<file path="src/rtl/alu_result_stage_if.sv">
// alu_result_stage_if: producer/consumer handshake, head entry and status signals of the ALU result stage
interface alu_result_stage_if;
  logic        input_Valid;
  logic [15:0] input_ALUResult;
  logic        input_Zero;
  logic        input_negative;
  logic [1:0]  input_BranchCond;
  logic        input_FlagWrite;
  logic        input_Ready;
  logic        output_Ready;
  logic        output_Valid;
  logic [15:0] output_Result;
  logic        output_Zero;
  logic        output_Negative;
  logic        output_BranchTaken;
  logic        output_FlagZ;
  logic        output_FlagN;
  logic [1:0]  output_Count;
  logic        output_Overflow;
  modport slave (
    input  input_Valid, input_ALUResult, input_Zero, input_negative, input_BranchCond, input_FlagWrite, input_Ready,
    output output_Ready, output_Valid, output_Result, output_Zero, output_Negative, output_BranchTaken,
    output output_FlagZ, output_FlagN, output_Count, output_Overflow
  );
  modport master (
    output input_Valid, input_ALUResult, input_Zero, input_negative, input_BranchCond, input_FlagWrite, input_Ready,
    input  output_Ready, output_Valid, output_Result, output_Zero, output_Negative, output_BranchTaken,
    input  output_FlagZ, output_FlagN, output_Count, output_Overflow
  );
endinterface

</file>
<file path="src/rtl/alu_result_stage.sv">
// alu_result_stage: 2-entry FIFO of {result, zero, negative, branch taken} with condition flags and sticky overflow
module alu_result_stage (
  input logic input_CLK,
  input logic input_Reset,
  alu_result_stage_if.slave bus
);
  logic [1:0]  count;
  logic        wp, rp, flag_z, flag_n, ovf;
  logic [18:0] mem [2];
  logic        full, has, push, pop, taken;
  logic [18:0] head;
  assign full = count[1];
  assign has  = |count;
  assign push = bus.input_Valid & ~full;
  assign pop  = has & bus.input_Ready;
  always_comb begin
    taken = bus.input_BranchCond == 2'b00 ? 1'b0 :
            bus.input_BranchCond == 2'b01 ? bus.input_Zero :
            bus.input_BranchCond == 2'b10 ? ~bus.input_Zero : bus.input_negative;
    head  = has ? mem[rp] : '0;
  end
  // storage needs no reset: the head is masked to zero whenever the buffer is empty
  always_ff @(posedge input_CLK) begin
    if (push) mem[wp] <= {bus.input_ALUResult, bus.input_Zero, bus.input_negative, taken};
  end
  always_ff @(posedge input_CLK) begin
    if (input_Reset) begin
      count  <= '0;
      wp     <= 1'b0;
      rp     <= 1'b0;
      flag_z <= 1'b0;
      flag_n <= 1'b0;
      ovf    <= 1'b0;
    end else begin
      count <= count + {1'b0, push} - {1'b0, pop};
      if (push) wp <= ~wp;
      if (pop) rp <= ~rp;
      if (push & bus.input_FlagWrite) begin
        flag_z <= bus.input_Zero;
        flag_n <= bus.input_negative;
      end
      if (bus.input_Valid & full) ovf <= 1'b1;
    end
  end
  assign bus.output_Ready       = ~full;
  assign bus.output_Valid       = has;
  assign bus.output_Result      = head[18:3];
  assign bus.output_Zero        = head[2];
  assign bus.output_Negative    = head[1];
  assign bus.output_BranchTaken = head[0];
  assign bus.output_FlagZ       = flag_z;
  assign bus.output_FlagN       = flag_n;
  assign bus.output_Count       = count;
  assign bus.output_Overflow    = ovf;
endmodule

</file>
<file path="src/flat_wrapper.sv">
// flat-port wrapper written by rule: the top's interface ports become plain ports
module alu_result_stage_flat 
  (input_CLK, input_Reset, bus_input_Valid, bus_input_ALUResult, bus_input_Zero, bus_input_negative, bus_input_BranchCond, bus_input_FlagWrite, bus_input_Ready, bus_output_Ready, bus_output_Valid, bus_output_Result, bus_output_Zero, bus_output_Negative, bus_output_BranchTaken, bus_output_FlagZ, bus_output_FlagN, bus_output_Count, bus_output_Overflow);
  alu_result_stage_if bus_i ();
  input logic input_CLK;
  input logic input_Reset;
  input wire logic [$bits(bus_i.input_Valid)-1:0] bus_input_Valid;
  input wire logic [$bits(bus_i.input_ALUResult)-1:0] bus_input_ALUResult;
  input wire logic [$bits(bus_i.input_Zero)-1:0] bus_input_Zero;
  input wire logic [$bits(bus_i.input_negative)-1:0] bus_input_negative;
  input wire logic [$bits(bus_i.input_BranchCond)-1:0] bus_input_BranchCond;
  input wire logic [$bits(bus_i.input_FlagWrite)-1:0] bus_input_FlagWrite;
  input wire logic [$bits(bus_i.input_Ready)-1:0] bus_input_Ready;
  output wire logic [$bits(bus_i.output_Ready)-1:0] bus_output_Ready;
  output wire logic [$bits(bus_i.output_Valid)-1:0] bus_output_Valid;
  output wire logic [$bits(bus_i.output_Result)-1:0] bus_output_Result;
  output wire logic [$bits(bus_i.output_Zero)-1:0] bus_output_Zero;
  output wire logic [$bits(bus_i.output_Negative)-1:0] bus_output_Negative;
  output wire logic [$bits(bus_i.output_BranchTaken)-1:0] bus_output_BranchTaken;
  output wire logic [$bits(bus_i.output_FlagZ)-1:0] bus_output_FlagZ;
  output wire logic [$bits(bus_i.output_FlagN)-1:0] bus_output_FlagN;
  output wire logic [$bits(bus_i.output_Count)-1:0] bus_output_Count;
  output wire logic [$bits(bus_i.output_Overflow)-1:0] bus_output_Overflow;
  assign bus_i.input_Valid = bus_input_Valid;
  assign bus_i.input_ALUResult = bus_input_ALUResult;
  assign bus_i.input_Zero = bus_input_Zero;
  assign bus_i.input_negative = bus_input_negative;
  assign bus_i.input_BranchCond = bus_input_BranchCond;
  assign bus_i.input_FlagWrite = bus_input_FlagWrite;
  assign bus_i.input_Ready = bus_input_Ready;
  assign bus_output_Ready = bus_i.output_Ready;
  assign bus_output_Valid = bus_i.output_Valid;
  assign bus_output_Result = bus_i.output_Result;
  assign bus_output_Zero = bus_i.output_Zero;
  assign bus_output_Negative = bus_i.output_Negative;
  assign bus_output_BranchTaken = bus_i.output_BranchTaken;
  assign bus_output_FlagZ = bus_i.output_FlagZ;
  assign bus_output_FlagN = bus_i.output_FlagN;
  assign bus_output_Count = bus_i.output_Count;
  assign bus_output_Overflow = bus_i.output_Overflow;
  alu_result_stage u_core (.input_CLK(input_CLK), .input_Reset(input_Reset), .bus(bus_i));
endmodule
</file>
<file path="config.mk">
export PLATFORM = sky130hd
export DESIGN_NAME = alu_result_stage_flat
export DESIGN_NICKNAME = d
export VERILOG_FILES = /design/src/rtl/alu_result_stage_if.sv /design/src/rtl/alu_result_stage.sv /design/src/flat_wrapper.sv
export SDC_FILE = /design/constraint.sdc
export NUM_CORES = 1
export LEC_CHECK = 0
export BUFFER_PORTS_ARGS = -buffer_cell sky130_fd_sc_hd__buf_2
export CAP_MARGIN = 20
export CORE_MARGIN = 1
export CORE_UTILIZATION = 42
export CTS_CLUSTER_SIZE = 8
export DETAILED_ROUTE_END_ITERATION = 16
export PLACE_DENSITY = 0.71
export SLEW_MARGIN = 15
export SYNTH_ARGS = -nofsm -noshare
export SYNTH_HDL_FRONTEND = slang
export SYNTH_SLANG_ARGS = --single-unit
</file>
<file path="constraint.sdc">
create_clock -name input_CLK -period 3.6 [get_ports input_CLK]
set_clock_uncertainty 0.15 [all_clocks]
set_input_delay 0.54 -clock input_CLK [delete_from_list [all_inputs] [get_ports input_CLK]]
set_output_delay 0.54 -clock input_CLK [all_outputs]
set_load 0.005 [all_outputs]
</file>
# [Word level (Yosys, flattened, before mapping)]
# Memories as Yosys holds them, arrays and structs flattened. A register that Yosys moved wholly into a read port is not among the register bits.
# Cells that the tools add are included.
[totals] register_bits=7 ram_bits=38 inputBits=25 output_inout_bits=26 memories=1
[mem_list] name="u_core.mem" depth=2 width=19 rd=1 rd_clocked_by_memory_dff=1 wr=1 line_no="alu_result_stage.sv:9" text="logic [18:0] mem [2];"
[op_classes] n_addsub=2 eq_ne=2 mux=8 bitwise=8 reduce_logical=2
[ops] operator="$mux W19" n=1
[ops] operator="$mux W1" n=7
[ops] operator="$and A1 B1 Y1" n=4
[ops] operator="$not A1 Y1" n=4
[ops] operator="$add A2 B1 Y2" n=1
[ops] operator="$eq A2 B1 Y1 const B" n=1
[ops] operator="$eq A2 B2 Y1 const B" n=1
[ops] operator="$logic_not A2 Y1" n=1
[ops] operator="$reduce_or A2 Y1" n=1
[ops] operator="$sub A2 B1 Y2" n=1

# [Logic depth before layout (Yosys ltp)]
# Gate-level depths: netlist (run 1).
[logic_depth] ltp_word=4 ltp_mapped=8

# [Least setup slack after synthesis (run 1)]
# OpenSTA, ideal clock, no wires.
[synth_path] kind="input -> register" startpoint="input bus_input_Valid" endpoint="memory u_core.mem[0][0] (enable)" setup_time_ns=0.397 arrival_time_ns=1.690 path_slack_ns=1.363 path_stages=3 path_buffers=1 cell_sequence="nor2b_1 -> buf_4 -> nor2b_1"
[synth_via] elab_chain_cells=3
[synth_rtl] item="from (decl)" line_no="flat_wrapper.sv:7" text="input wire logic [$bits(bus_i.input_Valid)-1:0] bus_input_Valid;"
[synth_rtl] item="$and A1 B1 Y1" line_no="alu_result_stage.sv:14" text="assign push = bus.input_Valid & ~full;"
[synth_rtl] item="via u_core.push" line_no="alu_result_stage.sv:10" text="logic full, has, push, pop, taken;"
[synth_rtl] item="$mux W1" line_no="alu_result_stage.sv:24" text="if (push) mem[wp] <= {bus.input_ALUResult, bus.input_Zero, bus.input_negative, taken};"
[synth_rtl] item="$mux W1 (not written as such)" line_no="alu_result_stage.sv:24"
[synth_rtl] item="to (decl)" line_no="alu_result_stage.sv:9"
# The timed path passes the listed nets, and every way through them passes these cells.

==> results of run 1 <==
## cells by family after synthesis
| family | after synthesis | share of synthesized area [%] |
|---|---|---|
| AO/OA/AOI/OAI | 7 | 2.07 |
| XOR/XNOR | 4 | 1.93 |
| adder cells (fa/ha/maj) | 2 | 1.38 |
| buffers and inverters | 13 | 4.35 |
| flip-flops | 46 | 71.8 |
| multiplexers | 19 | 10.5 |
| AND/OR/NAND/NOR | 34 | 7.94 |
## state kept, by name, indices dropped and copies added (netlist names), named ones only
name	count
u_core.bus.output_Overflow	1
u_core.wp	1
u_core.bus.output_FlagZ	1
u_core.bus.output_Count	2
u_core.mem	38
u_core.bus.output_FlagN	1
u_core.rp	1
## cell type report
class / count / area, um^2
multi-input combinational: 66 / 434
clock inverter: 3 / 40.0
clock buffer: 5 / 68.8
sequential: 46 / 1300
timing repair buffer: 51 / 258
tap: 50 / 62.6
fill: 361 / 1870
inverter: 7 / 26.3
## Yosys cell counts
cell type / count / share of area (%)
o211ai_1: 1 / 0.41
buf_4: 1 / 0.41
nand3_1: 2 / 0.55
inv_1: 7 / 1.5
o21ai_1: 1 / 0.28
o21ai_0: 2 / 0.55
a21oi_1: 3 / 0.83
dfxtp_1: 8 / 8.8
xnor2_1: 3 / 1.5
buf_6: 1 / 0.62
nor2_1: 25 / 5.2
nand2_1: 2 / 0.41
ha_1: 2 / 1.4
buf_12: 1 / 1.1
and2_1: 1 / 0.35
xor2_1: 1 / 0.48
mux2i_1: 19 / 10
edfxtp_1: 38 / 63
buf_2: 2 / 0.55
nand3b_1: 1 / 0.41
nor2b_1: 3 / 1.0
clkbuf_1: 1 / 0.21
## worst max-delay path, stage by stage, from the launching register on
cell and delay (ps):
dfxtp_1 1050, mux2i_1 290, nor2_1 70, buf_2 130
## power by group through the flow
| stage | sequential, mW | combinational (mW) | clock, mW |
|---|---|---|---|
| after floorplan | 0.721 | 0.347 | 0 |
| after global placement | 0.757 | 0.474 | 0 |
| after detailed placement | 0.763 | 0.485 | 0 |
| after CTS | 0.751 | 0.488 | 0.368 |
| after global routing | 0.761 | 0.550 | 0.389 |
| final | 0.750 | 0.477 | 0.363 |
## worst min-delay path by stage
stage | cells after the start | slack, ps | startpoint | end
2_1_floorplan | 2 | 300 | u_core.bus.output_FlagN | u_core.bus.output_FlagN
3_3_place_gp | 2 | 300 | u_core.bus.output_FlagZ | u_core.bus.output_FlagZ
3_5_place_dp | 2 | 300 | u_core.bus.output_FlagN | u_core.bus.output_FlagN
4_1_cts | 1 | 280 | bus_input_ALUResult[4] | u_core.mem[1][7]
5_1_grt | 1 | 270 | bus_input_ALUResult[10] | u_core.mem[1][13]
6_report | 1 | 290 | bus_input_ALUResult[10] | u_core.mem[1][13]
## through the flow
| stage | hold WS, ps | cell area, um^2 | setup WS, ps | std cells |
|---|---|---|---|---|
| after detailed placement | 303 | 2080 | 1200 | 220 |
| final | 285 | 2190 | 1080 | 228 |
| after global placement | 298 | 2080 | 1260 | 220 |
| after floorplan | 303 | 1810 | 1360 | 125 |
| after global routing | 269 | 2190 | 956 | 228 |
| after CTS | 279 | 2190 | 1050 | 228 |
## layer usage
| layer | vias up | GRT usage, % |
|---|---|---|
| met5 | - | 0 |
| li1 | 540 | - |
| met3 | 2 | 4.56 |
| met1 | 490 | 14.6 |
| met4 | 0 | 7.18 |
| met2 | 25 | 26.1 |
==> run_results.csv, run 1 <==
group,metric,value,unit
run_status,status,"complete, no violations",
sta,tns,0,ps
finish,n_antenna_cell,0,
worst_setup_path,cp.arrival,1830,ps
min_path,worstHoldPathType,"in -> reg",
finish,layout_common_cells,"buf_2 (50), edfxtp_1 (38), nor2_1 (25), mux2i_1 (19), dfxtp_1 (8)",
synth,synth_fp_nets,152,
worst_setup_path,rr_startpoint,"u_core.bus.output_Count[1]",
die,die-area,0.00458,mm^2
finish,fin_nets,204,
finish,postLayoutCoreUtil,54.0,%
global_route,grt_pass1_vias,1068,
placed_design,detailed_place_hpwl,2030,um
global_route,grt_overflow,0,
worst_setup_path,critPathMaxFanout,19,
global_route,grt_pass1_wl,4590,um
clock_tree,cts_root_buf,"clkbuf_8",
placed_design,portBuffers,50,
die,initial_core_util,44.7,%
route,drc,0,
worst_setup_path,criticalPathCategory,"reg -> out",
global_route,antenna_found_initial,0,
clock_tree,clk_pin_slew_worst_paths,80,ps
power_and_ir_drop,internal_power,1.12,mW
placed_design,place_congestion,0.638,
route,first_pass_iters,4,
power_and_ir_drop,p_comb_share,30.0,%
finish,area_growth,20.9,%
clock_tree,clock_sinks,46,
finish,drive_gt1_share,33.7,%
sta,setup_viol,0,
power_and_ir_drop,irDropWorstVdd,0.467,mV
die,rows,23,
route,drt-met1-wl,1190,um
sta,rsz0062_at_grt,"no",
worst_setup_path,reg2reg_slack,1510,ps
route,dr.max_layer_used,"met4",
die,die_w,67.7,um
sta,period_share,70.0,%
power_and_ir_drop,power.share.clock,22.8,%
worst_setup_path,critPathCapture,"bus_output_Result[6]",
synth,synth-warning-count,0,
global_route,grtUsageTotal,14.4,%
synth,syn_inst,125,
route,antenna_left,0,
clock_tree,htreeDepth,2,
clock_tree,numCtsBuffers,5,
power_and_ir_drop,power.total,1.59,mW
power_and_ir_drop,p_leak,0.892,nW
route,vias_per_cell,4.64,
die,core,0.00406,mm^2
worst_setup_path,end_kind,"output pin",
worst_setup_path,worstReg2RegEnd,"u_core.mem[0][15]",
sta,worst_pin_slew,1090,ps
die,boundaryPins,51,
worst_setup_path,required,2910,ps
power_and_ir_drop,sw_frac_of_total,29.8,%
route,wl,2930,um
sta,period_needed,2520,ps
power_and_ir_drop,powerDensity,725,mW/mm^2
clock_tree,max-clock-path-buffers,2,
clock_tree,post_cts_buffers,0,
route,wl_met2,1600,um
route,drt_iter0_markers,23,
global_route,grt_max_degree,21,
synth,ys_types,22,
clock_tree,cts_tree,"built",
synth,avgSynthCellArea,14.5,um^2
route,vias,1057,
route,wire_per_inst,12.9,um
worst_setup_path,startpoint_type,"flop",
worst_setup_path,reg2regPathDepth,2,
finish,final_common_cell,"buf_2",
sta,hold_violations,0,
synth,ys_seq_elements,46,
flow_run,maxCapViolCount,0,
clock_tree,clk_latency,280,ps
power_and_ir_drop,power_frac_seq,47.2,%
die,die_h,67.7,um
synth,seq_area_frac_synth,71.8,%
clock_tree,cts_resized,0,
clock_tree,cts_hold_buffers,0,
sta,slew_viol_final,0,
power_and_ir_drop,switchingPower,473,uW
sta,fmax,397,MHz
route,wl_met3,107,um
sta,slew_headroom,27.5,%
synth,netlist_area,0.00181,mm^2
Power figures use the tool's default switching activity.
==> inputs of run 2 (changes only) <==
--- a/config.mk
+++ b/config.mk
@@ -5,13 +5,14 @@
 export SDC_FILE = /design/constraint.sdc
 export NUM_CORES = 1
 export LEC_CHECK = 0
+export ABC_AREA = 1
 export BUFFER_PORTS_ARGS = -buffer_cell sky130_fd_sc_hd__buf_2
 export CAP_MARGIN = 20
 export CORE_MARGIN = 1
 export CORE_UTILIZATION = 42
 export CTS_CLUSTER_SIZE = 8
 export DETAILED_ROUTE_END_ITERATION = 16
-export PLACE_DENSITY = 0.71
+export PLACE_DENSITY = 0.7
 export SLEW_MARGIN = 15
 export SYNTH_ARGS = -nofsm -noshare
 export SYNTH_HDL_FRONTEND = slang
==> constraint.sdc (replaced) <==
create_clock -name input_CLK -period 2.6 [get_ports input_CLK]
set_clock_uncertainty 0.15 [all_clocks]
set_input_delay 0.39 -clock input_CLK [delete_from_list [all_inputs] [get_ports input_CLK]]
set_output_delay 0.39 -clock input_CLK [all_outputs]
set_load 0.005 [all_outputs]
==> run 2 against run 1 <==
  * Non-clock buffer count rose by 3
  * Worst hold slack got worse by 160 ps
  * Setup slack got worse by 460 ps
  * Wire length rose by 4.6%
  * Synthesized cell count rose by 28%
  * Count of clock-buffer cells in the layout rose by 1
  * Final cell count rose by 17%
  * Power rose by 34%
  * Register-to-register slack got worse by 550 ps
  * Critical endpoint is now bus_output_Result[9]
  * Largest power group unchanged
  * Highest routed layer unchanged
==> run_results.csv, run 2 <==
group,metric,value,unit
sta,fmax,506,MHz
synth,syn_inst,160,
synth,synth-compound-area-share,8.43,%
sta,setup_viol,0,
die,die-area,0.00472,mm^2
worst_setup_path,path_delay_family,"flip-flops",
sta,setup_ws,623,ps
synth,synth_ff_type,"edfxtp_1",
power_and_ir_drop,powerDensity,952,mW/mm^2
finish,area_growth,19.5,%
sta,tns,0,ps
sta,period_share,76.1,%
route,vias,1242,
finish,fin_nets,243,
global_route,met1_usage,16.1,%
worst_setup_path,critPathMaxFanout,11,
synth,avgSynthCellArea,11.7,um^2
die,die_h,68.7,um
global_route,grt_pass1_wl,4620,um
worst_setup_path,cp_slowest_cell,"dfxtp_1",
placed_design,pre_cts_ws,917,ps
global_route,use_met3,5.59,%
synth,synthSimpleGateAreaFrac,14.3,%
global_route,grt_pass1_vias,1074,
die,die_w,68.7,um
route,first_pass_iters,4,
sta,slew_headroom,72.7,%
global_route,grtUsageTotal,14.0,%
synth,synth.most_common_cell,"nand2_1",
sta,period_needed,1980,ps
synth,synth-warning-count,0,
worst_setup_path,criticalPathCategory,"reg -> out",
synth,synth_adder_area_share,1.34,%
clock_tree,clock_sinks,46,
worst_setup_path,cp.arrival,1440,ps
placed_design,detailed_place_hpwl,2170,um
placed_design,place_congestion,0.731,
sta,fin_hold_ws,125,ps
worst_setup_path,critPathBufInv,2,
clock_tree,clk_latency,290,ps
worst_setup_path,end_kind,"output pin",
global_route,grt_max_degree,20,
worst_setup_path,required,2060,ps
clock_tree,numCtsBuffers,5,
finish,drive_gt1_share,35.0,%
route,wire_per_inst,11.5,um
clock_tree,cts_hold_buffers,0,
route,drc,0,
worst_setup_path,path_cells,"buf_4 -> nand2_1 -> a21oi_2 -> buf_2",
synth,synth-async-reset-ratio,0,%
synth,synth_fp_nets,187,
synth,ys_seq_elements,46,
worst_setup_path,cp_slowest_stage_delay,570,ps
run_status,status,"complete, no violations",
global_route,use_met2,23.5,%
synth,synth_top_cell_area_share,61.0,%
synth,synth_top_family_by_area,"simple AND/OR/NAND/NOR gates",
synth,ys_types,17,
placed_design,portBuffers,50,
finish,final_common_cell,"buf_2",
clock_tree,clk_pin_slew_worst_paths,80,ps
finish,n_antenna_cell,0,
clock_tree,cts_resized,0,
finish,regMostFlops,"u_core.mem",
flow_run,maxCapViolCount,0,
route,drt_iter0_markers,50,
min_path,worstHoldPathType,"in -> reg",
die,rows,23,
die,core,0.00414,mm^2
global_route,antenna_found_initial,0,
finish,layout_common_cells,"buf_2 (50), nand2_1 (48), edfxtp_1 (38), nor2_1 (14)",
clock_tree,cts_root_buf,"clkbuf_8",
synth,synth_xor_area_share,0,%
synth,netlist_area,0.00187,mm^2
synth,synth_top_area_cell,"edfxtp_1",
synth,synthTopCellsByArea,"edfxtp_1 (61%), nand2_1 (9.6%), dfxtp_1 (8.6%)",
sta,rsz0062_at_grt,"no",
route,wl,3070,um
placed_design,placed_cells,259,
clock_tree,max-clock-path-buffers,2,
global_route,grt_overflow,0,
clock_tree,htreeDepth,2,
power_and_ir_drop,irDropWorstVdd,0.516,mV
power_and_ir_drop,p_leak,0.965,nW
synth,synth_mux_area_share,0,%
finish,fin_cells,267,
sta,hold_violations,0,
clock_tree,post_cts_buffers,0,
route,vias_per_cell,4.65,
die,initial_core_util,45.1,%
synth,synth_common_cells,"nand2_1 (48), edfxtp_1 (38), nor2_1 (16)",
finish,largest_register_ffs,38,
sta,worst_pin_slew,409,ps
clock_tree,cts_tree,"built",
worst_setup_path,startpoint_type,"flop",
sta,slew_viol_final,0,
synth,synth_edf_count,38,
route,antenna_left,0,
die,boundaryPins,51,
global_route,grt-busiest-layer,"met2",
synth,seq_area_frac_synth,69.6,%
==> run 2: report_power, final <==
part	leakage, nW	switching [mW]	internal [mW]
Combinational	0.503	0.441	0.286
Sequential	0.420	0.0626	0.948
Clock	0.0426	0.205	0.184
==> run 2: logic make-up after synthesis <==
group                    Yosys count
AO/OA/AOI/OAI                     24
adder cells (fa/ha/maj)            2
buffers and inverters             19
flip-flops                        46
AND/OR/NAND/NOR                   69
==> run 2: worst register-to-register path, delay by kind of cell (launching register included) <==
family	cells	cell delay (ps)
and+or+nand+nor	2	420
buffers and inverters	2	410
DFF	1	360
==> run 2: final cells by class <==
class / instances / area, um^2
tap: 50 / 62.6
clock buffer: 6 / 72.6
inverter: 14 / 52.6
clock inverter: 2 / 8.76
fill: 375 / 1910
timing repair buffer: 54 / 280
sequential: 46 / 1300
multi-input combinational: 95 / 455
==> run 2: per-stage QoR <==
stage / power (mW) / cell area, um^2 / util, %
after global placement: 1.75 / 2150 / 51.9
final: 2.13 / 2230 / 53.9
after floorplan: 1.54 / 1870 / -
after detailed placement: 1.76 / 2150 / 51.9
after CTS: 2.15 / 2230 / 53.9
after global routing: 2.29 / 2230 / 53.9
==> run 2: path summary, 6_finish.rpt <==
kind	start	endpoint	cells past startpoint	slack (ps)
worst min-delay path	input_Reset	u_core.bus.output_Count[0]	2	120
worst max-delay path	flop	bus_output_Result[9]	4	620
worst min register to register	u_core.bus.output_Overflow	u_core.bus.output_Overflow	2	330
worst max register to register	u_core.bus.output_Count[1]	u_core.mem[1][15]	4	960
==> run 2: metal layers <==
metal,vias up,share of wire (%)
li1,644,-
met5,-,0
met2,39,47
met4,0,1.3
met1,555,45
met3,4,6.8
